File: src/rtl/clock_period_meter.sv
// Measures period and high time of a slow clock (sig_in) in clk_in cycles.
// sig_in is synchronized, rising edges restart the counters and publish the last count.
module clock_period_meter #(
  parameter int WIDTH = 16
) (
  input  logic             clk_in,
  input  logic             reset,
  input  logic             en,
  input  logic             sig_in,
  output logic [WIDTH-1:0] period_out,
  output logic [WIDTH-1:0] high_out,
  output logic [WIDTH-1:0] n_out,
  output logic             balanced,
  output logic             valid,
  output logic             timeout
);

  // state   | meaning
  // IDLE    | unarmed, waiting for the first rising edge of sig_s
  // MEASURE | counting clk_in cycles since the last rising edge
  typedef enum logic {
    IDLE    = 1'b0,
    MEASURE = 1'b1
  } state_t;

  localparam logic [WIDTH-1:0] ALL_ONES = '1;
  localparam logic [WIDTH-1:0] ONE      = WIDTH'(1);

  state_t           state;
  state_t           state_next;
  logic             sync1;
  logic             sig_s;
  logic             sig_d;
  logic             rise;
  logic [WIDTH-1:0] cnt;
  logic [WIDTH-1:0] hcnt;
  logic             cnt_max;
  logic             do_restart;
  logic             do_load;
  logic             do_count;
  logic             do_timeout;

  always_ff @(posedge clk_in or negedge reset) begin
    if (!reset) begin
      sync1 <= 1'b0;
      sig_s <= 1'b0;
      sig_d <= 1'b0;
    end else begin
      sync1 <= sig_in;
      sig_s <= sync1;
      sig_d <= sig_s;
    end
  end

  assign rise    = sig_s & ~sig_d;
  assign cnt_max = (cnt == ALL_ONES);

  always_ff @(posedge clk_in or negedge reset) begin
    if (!reset) state <= IDLE;
    else        state <= state_next;
  end

  always_comb begin
    state_next = state;
    if (!en) begin
      state_next = IDLE;
    end else begin
      case (state)
        IDLE:    if (rise) state_next = MEASURE;
        MEASURE: if (!rise && cnt_max) state_next = IDLE;
        default: state_next = IDLE;
      endcase
    end
  end

  // A rise coincident with a full counter still wins over the timeout.
  always_comb begin
    do_restart = 1'b0;
    do_load    = 1'b0;
    do_count   = 1'b0;
    do_timeout = 1'b0;
    if (en) begin
      case (state)
        IDLE: do_restart = rise;
        MEASURE: begin
          if (rise) begin
            do_restart = 1'b1;
            do_load    = 1'b1;
          end else if (cnt_max) begin
            do_timeout = 1'b1;
          end else begin
            do_count   = 1'b1;
          end
        end
        default: ;
      endcase
    end
  end

  always_ff @(posedge clk_in or negedge reset) begin
    if (!reset) begin
      cnt  <= '0;
      hcnt <= '0;
    end else if (do_restart) begin
      cnt  <= ONE;
      hcnt <= ONE;
    end else if (do_count) begin
      cnt <= cnt_max ? cnt : cnt + ONE;
      if (sig_s && (hcnt != ALL_ONES)) hcnt <= hcnt + ONE;
    end else begin
      cnt  <= '0;
      hcnt <= '0;
    end
  end

  always_ff @(posedge clk_in or negedge reset) begin
    if (!reset) begin
      period_out <= '0;
      high_out   <= '0;
      n_out      <= '0;
      balanced   <= 1'b0;
      valid      <= 1'b0;
      timeout    <= 1'b0;
    end else begin
      valid <= do_load;
      if (do_load) begin
        period_out <= cnt;
        high_out   <= hcnt;
        n_out      <= cnt >> 1;
        balanced   <= ({hcnt, 1'b0} == {1'b0, cnt});
        timeout    <= 1'b0;
      end else if (do_timeout) begin
        timeout <= 1'b1;
      end
    end
  end

endmodule

File: config.mk
export PLATFORM = sky130hd
export DESIGN_NAME = clock_period_meter
export DESIGN_NICKNAME = d
export VERILOG_FILES = /design/src/rtl/clock_period_meter.sv
export SDC_FILE = /design/constraint.sdc
export NUM_CORES = 1
export LEC_CHECK = 0
export CAP_MARGIN = 20
export CORE_ASPECT_RATIO = 0.8
export CORE_MARGIN = 2
export CORE_UTILIZATION = 41
export DETAILED_ROUTE_END_ITERATION = 16
export GPL_TIMING_DRIVEN = 0
export PLACE_DENSITY = 0.72
export SLEW_MARGIN = 15
export SYNTH_ARGS = -nofsm -noshare
export SYNTH_HDL_FRONTEND = slang
export SYNTH_SLANG_ARGS = --single-unit
export TNS_END_PERCENT = 5
File: constraint.sdc
create_clock -name clk_in -period 2.4 [get_ports clk_in]
set_input_delay 0.48 -clock clk_in [delete_from_list [all_inputs] [get_ports clk_in]]
set_output_delay 0.48 -clock clk_in [all_outputs]
set_load 0.05 [all_outputs]
==> flow_summary.yaml <==
run_status:
  status: "complete, no violations"
cells_and_area:
  fill_cells: 689
  post-route-util_pct: 53.42
  insertedDiodeCount: 0
  final_nets: 381
  drive_gt1_share_pct: 19.58
  area_delta_synth_final_pct: 24.92
global_routing:
  grt_pass1_wl_mm: 11.97
  grtUsageTotal_pct: 16.90
  grt.overflow.total: 0
  antenna_found_initial: 0
  grt_pass1_vias: 2353
  grt_start_max_net_pins: 47
power_and_ir_drop:
  ir_worst_vdd_uv: 358.6
  leakage_nw: 1.880
  power_density_nw_per_um2: 514.8
setup_path:
  cp_slowest_stage_delay_ns: 0.80
  cp_top_family: "buffers and inverters"
  cp_max_fo: 3
  cp-end-kind: "primary output"
  cp-start-kind: "flop"
  crit_type: "flop to primary output"
  worstPathCellList: "buf_4 -> clkdlybuf4s50_1"
  slowest_stage: "clkdlybuf4s50_1"
  path_buf_inv: 2
  crit_required_ns: 1.92
  crit_arrival_ns: 1.62
yosys:
  postSynthAreaPerCell_um2: 11.06
  ys_ff_latch: 71
  yosys.area.top_type: "dfrtp_1"
  synth_edf_count: 0
  async_reset_ff_share_pct: 100.0
  syn-num-nets: 316
  synthTopCellsByCount: "dfrtp_1 (71), mux2_2 (27), xnor2_1 (23)"
  ys_warn_count: 0
  synth_top_area_share_pct: 51.81
  synth_most_common_cell: "dfrtp_1"
  yosysSeqAreaShare_pct: 51.81
  synthCells: 310
  synth_cell_types: 41
  ys.flop_type: "dfrtp_1"
  synth_area_leaders: "dfrtp_1 (52%), mux2_2 (8.9%), xnor2_1 (5.9%)"
  synth_area_um2: 3430
floorplanning:
  die_h_um: 85.81
  die_area_um2: 9117
  rows: 29
  die-width_um: 106.3
  core_area_um2: 8019
  io_pins: 55
  initial_utilization_pct: 42.77
clocking:
  cts_setup_buffers: 0
  ctsHoldBuffers: 0
  cts_tree: "built"
  cts_buffer_depth: 2
  clk_latency_ns: 0.34
  cts.sinks: 71
  clkTransAtPathRegs_ns: 0.07
  root_buffer: "clkbuf_8"
  htreeDepth: 3
  cts_buffers: 9
  ctsResizeCount: 0
timing:
  finalSetupViolations: 0
  drv_slew: 0
  rsz0062_at_grt: "false"
  layout_worst_path_cycle_share_pct: 87.51
  fmax_mhz: 476.1
  holdWs_ns: 0.04407
  tns_ns: 0
  skew_ns: 0.007873
  period_minus_slack_ns: 2.100
  worst_pin_slew_ns: 0.7162
  hold_viol: 0
  slew-limit-headroom_pct: 51.89
placement:
  gp_congestion: 0.8864
  hpwlAfterDp_mm: 5.175
  port_buffers: 53
min_path:
  hp-class: "primary input to async pin"
routing:
  wl_mm: 7.084
  drcViolationCount: 0
  vias: 2521
  routed_via_density: 5.187
  ant_nets: 0
  first_pass_iters: 4
  routedWlPerCell_um: 14.58
  drt-initial-drc-count: 142
run:
  maxCapViolations: 0
[final timing paths]
kind / slack (ns) / to / cells past startpoint / from
max in group asynchronous: 1.83 / high_out[1] / 2 / reset
min in group clk_in: 0.36 / sig_s / 0 / sync1
max reg2reg: 0.39 / hcnt[9] / 5 / hcnt[0]
max: 0.30 / period_out[2] / 2 / period_out[2]
min: 0.04 / high_out[7] / 1 / reset
min reg2reg: 0.36 / sig_s / 0 / sync1
[where the power goes]
part | leakage (nW) | internal, mW | switching, mW
sequential | 0.980 | 1.21 | 0.0184
clock | 0.0854 | 0.419 | 0.397
combinational | 0.814 | 0.0536 | 0.103
[cell type report]
cell class              instances  area (um2)  area share (%)
clock buffers                  13       158.9           3.709
repair buffers                 54       555.5           12.97
flip-flops and latches         71        1777           41.47
multi-input cells             200        1419           33.12
clock inverters                 1       5.005          0.1168
inverters                       8       30.03          0.7009
well taps                     108       135.1           3.154
plain buffers                  31       203.9           4.761
[cell families (layout without fill, tap and decap cells)]
group	after synthesis	after routing	share of synthesized area, %
fa+ha+maj	2	2	0.7295
mux	27	27	8.865
simple gates	104	104	17.44
flops	71	71	51.81
buf+inv	39	107	6.822
compound gates	36	36	6.567
xor+xnor	30	30	7.661
other cells	1	1	0.1093
[per-layer routing]
metal	vias up	track usage [%]	part of all wire [%]
li1	1208	-	-
met1	1232	24.06	47
met2	74	25.17	45
met3	7	5.091	7.0
met4	0	4.785	0.90
met5	-	0	0
[sequential cells by signal, indices dropped and copies added (netlist names)]
name and count:
valid 1, hcnt 16, high_out 16, state 1
sig_d 1, timeout 1, period_out 16, sync1 1
sig_s 1, balanced 1, cnt 16
[through the flow]
step                      std cells  area, um2  power [mW]  worst slack (ns)
after detailed placement        472       4120       1.414           0.07382
after global placement          471       4095       1.407            -1.513
final                           486       4284       2.205            0.2997
after floorplan                 310       3430       1.339            0.7256
after global routing            486       4284       2.297            0.1680
after CTS                       486       4284       2.231            0.2731
[placed cells by master (no fill, tap or decap), drive strengths merged]
cell type	n
a21oi	14
a31o	1
a31oi	1
and3	5
and4	3
buf	27
clkbuf	19
clkdlybuf4s50	52
clkinv	1
conb	1
dfrtp	71
ha	2
inv	8
mux2	27
nand2	18
nand3	14
nand4	10
nand4b	2
nor2	22
nor2b	1
nor3	8
nor4	7
nor4bb	1
o21ai	14
o31ai	4
o41ai	2
or2	1
or3	7
or4	5
xnor2	23
xor2	7
Note: power is estimated with default switching activity, not from simulation.
==> variant, RTL diff (config.mk and constraints unchanged) <==
Set the parameter `WIDTH` to 20 (it was 16).
--- a/src/rtl/clock_period_meter.sv
+++ b/src/rtl/clock_period_meter.sv
@@ -3,3 +3,3 @@
 module clock_period_meter #(
-  parameter int WIDTH = 16
+  parameter int WIDTH = 20
 ) (
Interface: changed (resized high_out, n_out and period_out); port bits go from 55 to 67. No check against the original RTL was run, so the function may have changed too.
==> variant against the unedited design <==
  * Routed wire length increased by 37%
  * Synthesized cell count increased by 45%
  * Power increased by 35%
  * Highest routed layer unchanged
  * Design area increased by 24%
  * Core utilization increased by 0.98 points
  * Critical endpoint is now hcnt[0]
  * Cell count increased by 37%
  * Setup slack got worse by 0.086 ns
  * Hold slack improved by 0.054 ns
  * Via count increased by 32%
  * Synthesized area increased by 22%
  * Global-route usage increased by 2.5 points
  * Sequential power increased by 22%
  * Sequential cell count increased by 16
==> variant: results (changes against the unedited design) <==
Worst setup startpoint - cnt[0]
R2R setup slack - 0.21 ns (-0.18 ns)
via-per-instance ratio - 5.01 (-3.5%)
Setup Skew - 0.00618 ns (-0.00169 ns)
layout cell share with drive strength beyond 1 - 9.64% (-9.9 points)
global-route usage over all layers - 19.4% (+2.5 points)
number of global-route vias before repair - 3317 (+41%)
status - completed
nets - 531 (+39%)
global placement routability congestion - 0.867 (-2.2%)
delay-heaviest family, CP - simple AND/OR/NAND/NOR gates
Peak VDD IR - 0.000351 V (-2.0%)
Leak Pwr - 0.00239 uW (+27%)
CP max stage delay - 0.49 ns (-0.31 ns)
Initial DRC Count - 289 (+100%)
clk buf depth - 2 (unchanged)
hold_ws - 0.0981 ns (+0.0541 ns)
r2r endpoint - hcnt[0]
Root Driver - clkbuf_16
pin count of the biggest net entering global routing - 53 (+13%)
drt total wl - 9730 um (+37%)
post-DP HPWL - 6990 um (+35%)
critical path fanouts, max - 6 (+3)
Max-slew headroom - 54.7% (+2.8 points)
PortBufs - 65 (+23%)
Post-synth top cells - 131 x nand2_1, 87 x dfrtp_1, 30 x nor2_1
synth top area cells - dfrtp_1 52%, nand2_1 12%, xnor2_1 4.4%
CP Capture Type - flip-flop
sequential share of the synthesized area - 52.1% (+0.29 points)
post-synth cell types - 46 (+12%)
critical path's slowest cell - dfrtp_1
-- variant: what timing repair did --
item	in CTS	in global routing
pin swaps	1	0
buffers inserted	1	0
hold buffers	0	0
resized for setup	0	2
endpoints found under the setup margin	31	33
-- variant: stage by stage --
stage	instances	setup WS [ns]	area, um^2
global placement	649	-2.23	5000
finish	665	0.214	5320
global route	665	0.0704	5320
detailed placement	650	-0.121	5020
CTS	666	0.0329	5310
floorplan	448	0.453	4180
-- variant: power breakdown --
group | total, uW | internal, uW | switching (uW)
sequential | 1500 | 1480 | 17.2
combinational | 148 | 43.4 | 105
clock | 1340 | 793 | 543
total | 2980 | 2320 | 665
-- variant: per-layer routing --
metal / part of all wire (%) / track usage, % / vias up
met1: 46 / 27.1 / 1621
met4: 0.92 / 4.90 / 0
met3: 6.1 / 5.55 / 10
li1: - / - / 1614
met2: 47 / 29.9 / 84
met5: 0 / 0 / -
-- variant: area by class of cell --
| cell class | count | area, um^2 |
|---|---|---|
| clock buffer | 10 | 229 |
| clock inverter | 5 | 50.0 |
| sequential | 87 | 2180 |
| tap | 136 | 170 |
| fill | 898 | 4450 |
| buffer | 41 | 254 |
| inverter | 7 | 26.3 |
| multi-input combinational | 312 | 1730 |
| timing repair buffer | 67 | 683 |
-- variant: kinds of logic after synthesis --
kind of cell / Yosys count / share of synthesized area [%]
other: 1 / 0.0897
XOR/XNOR: 41 / 8.59
flip-flops: 87 / 52.1
multiplexers: 3 / 0.719
AO/OA/AOI/OAI: 37 / 5.96
buffers and inverters: 49 / 6.74
adder cells (fa/ha/maj): 2 / 0.599
AND/OR/NAND/NOR: 228 / 25.2
-- variant: worst reg2reg max path, stage by stage, from the launching register on --
cell and delay [ns]:
dfrtp_1 0.49, ha_1 0.26, nand3_1 0.26, nor4_4 0.31, nand2_1 0.18, and4_1 0.24, a221o_1 0.32
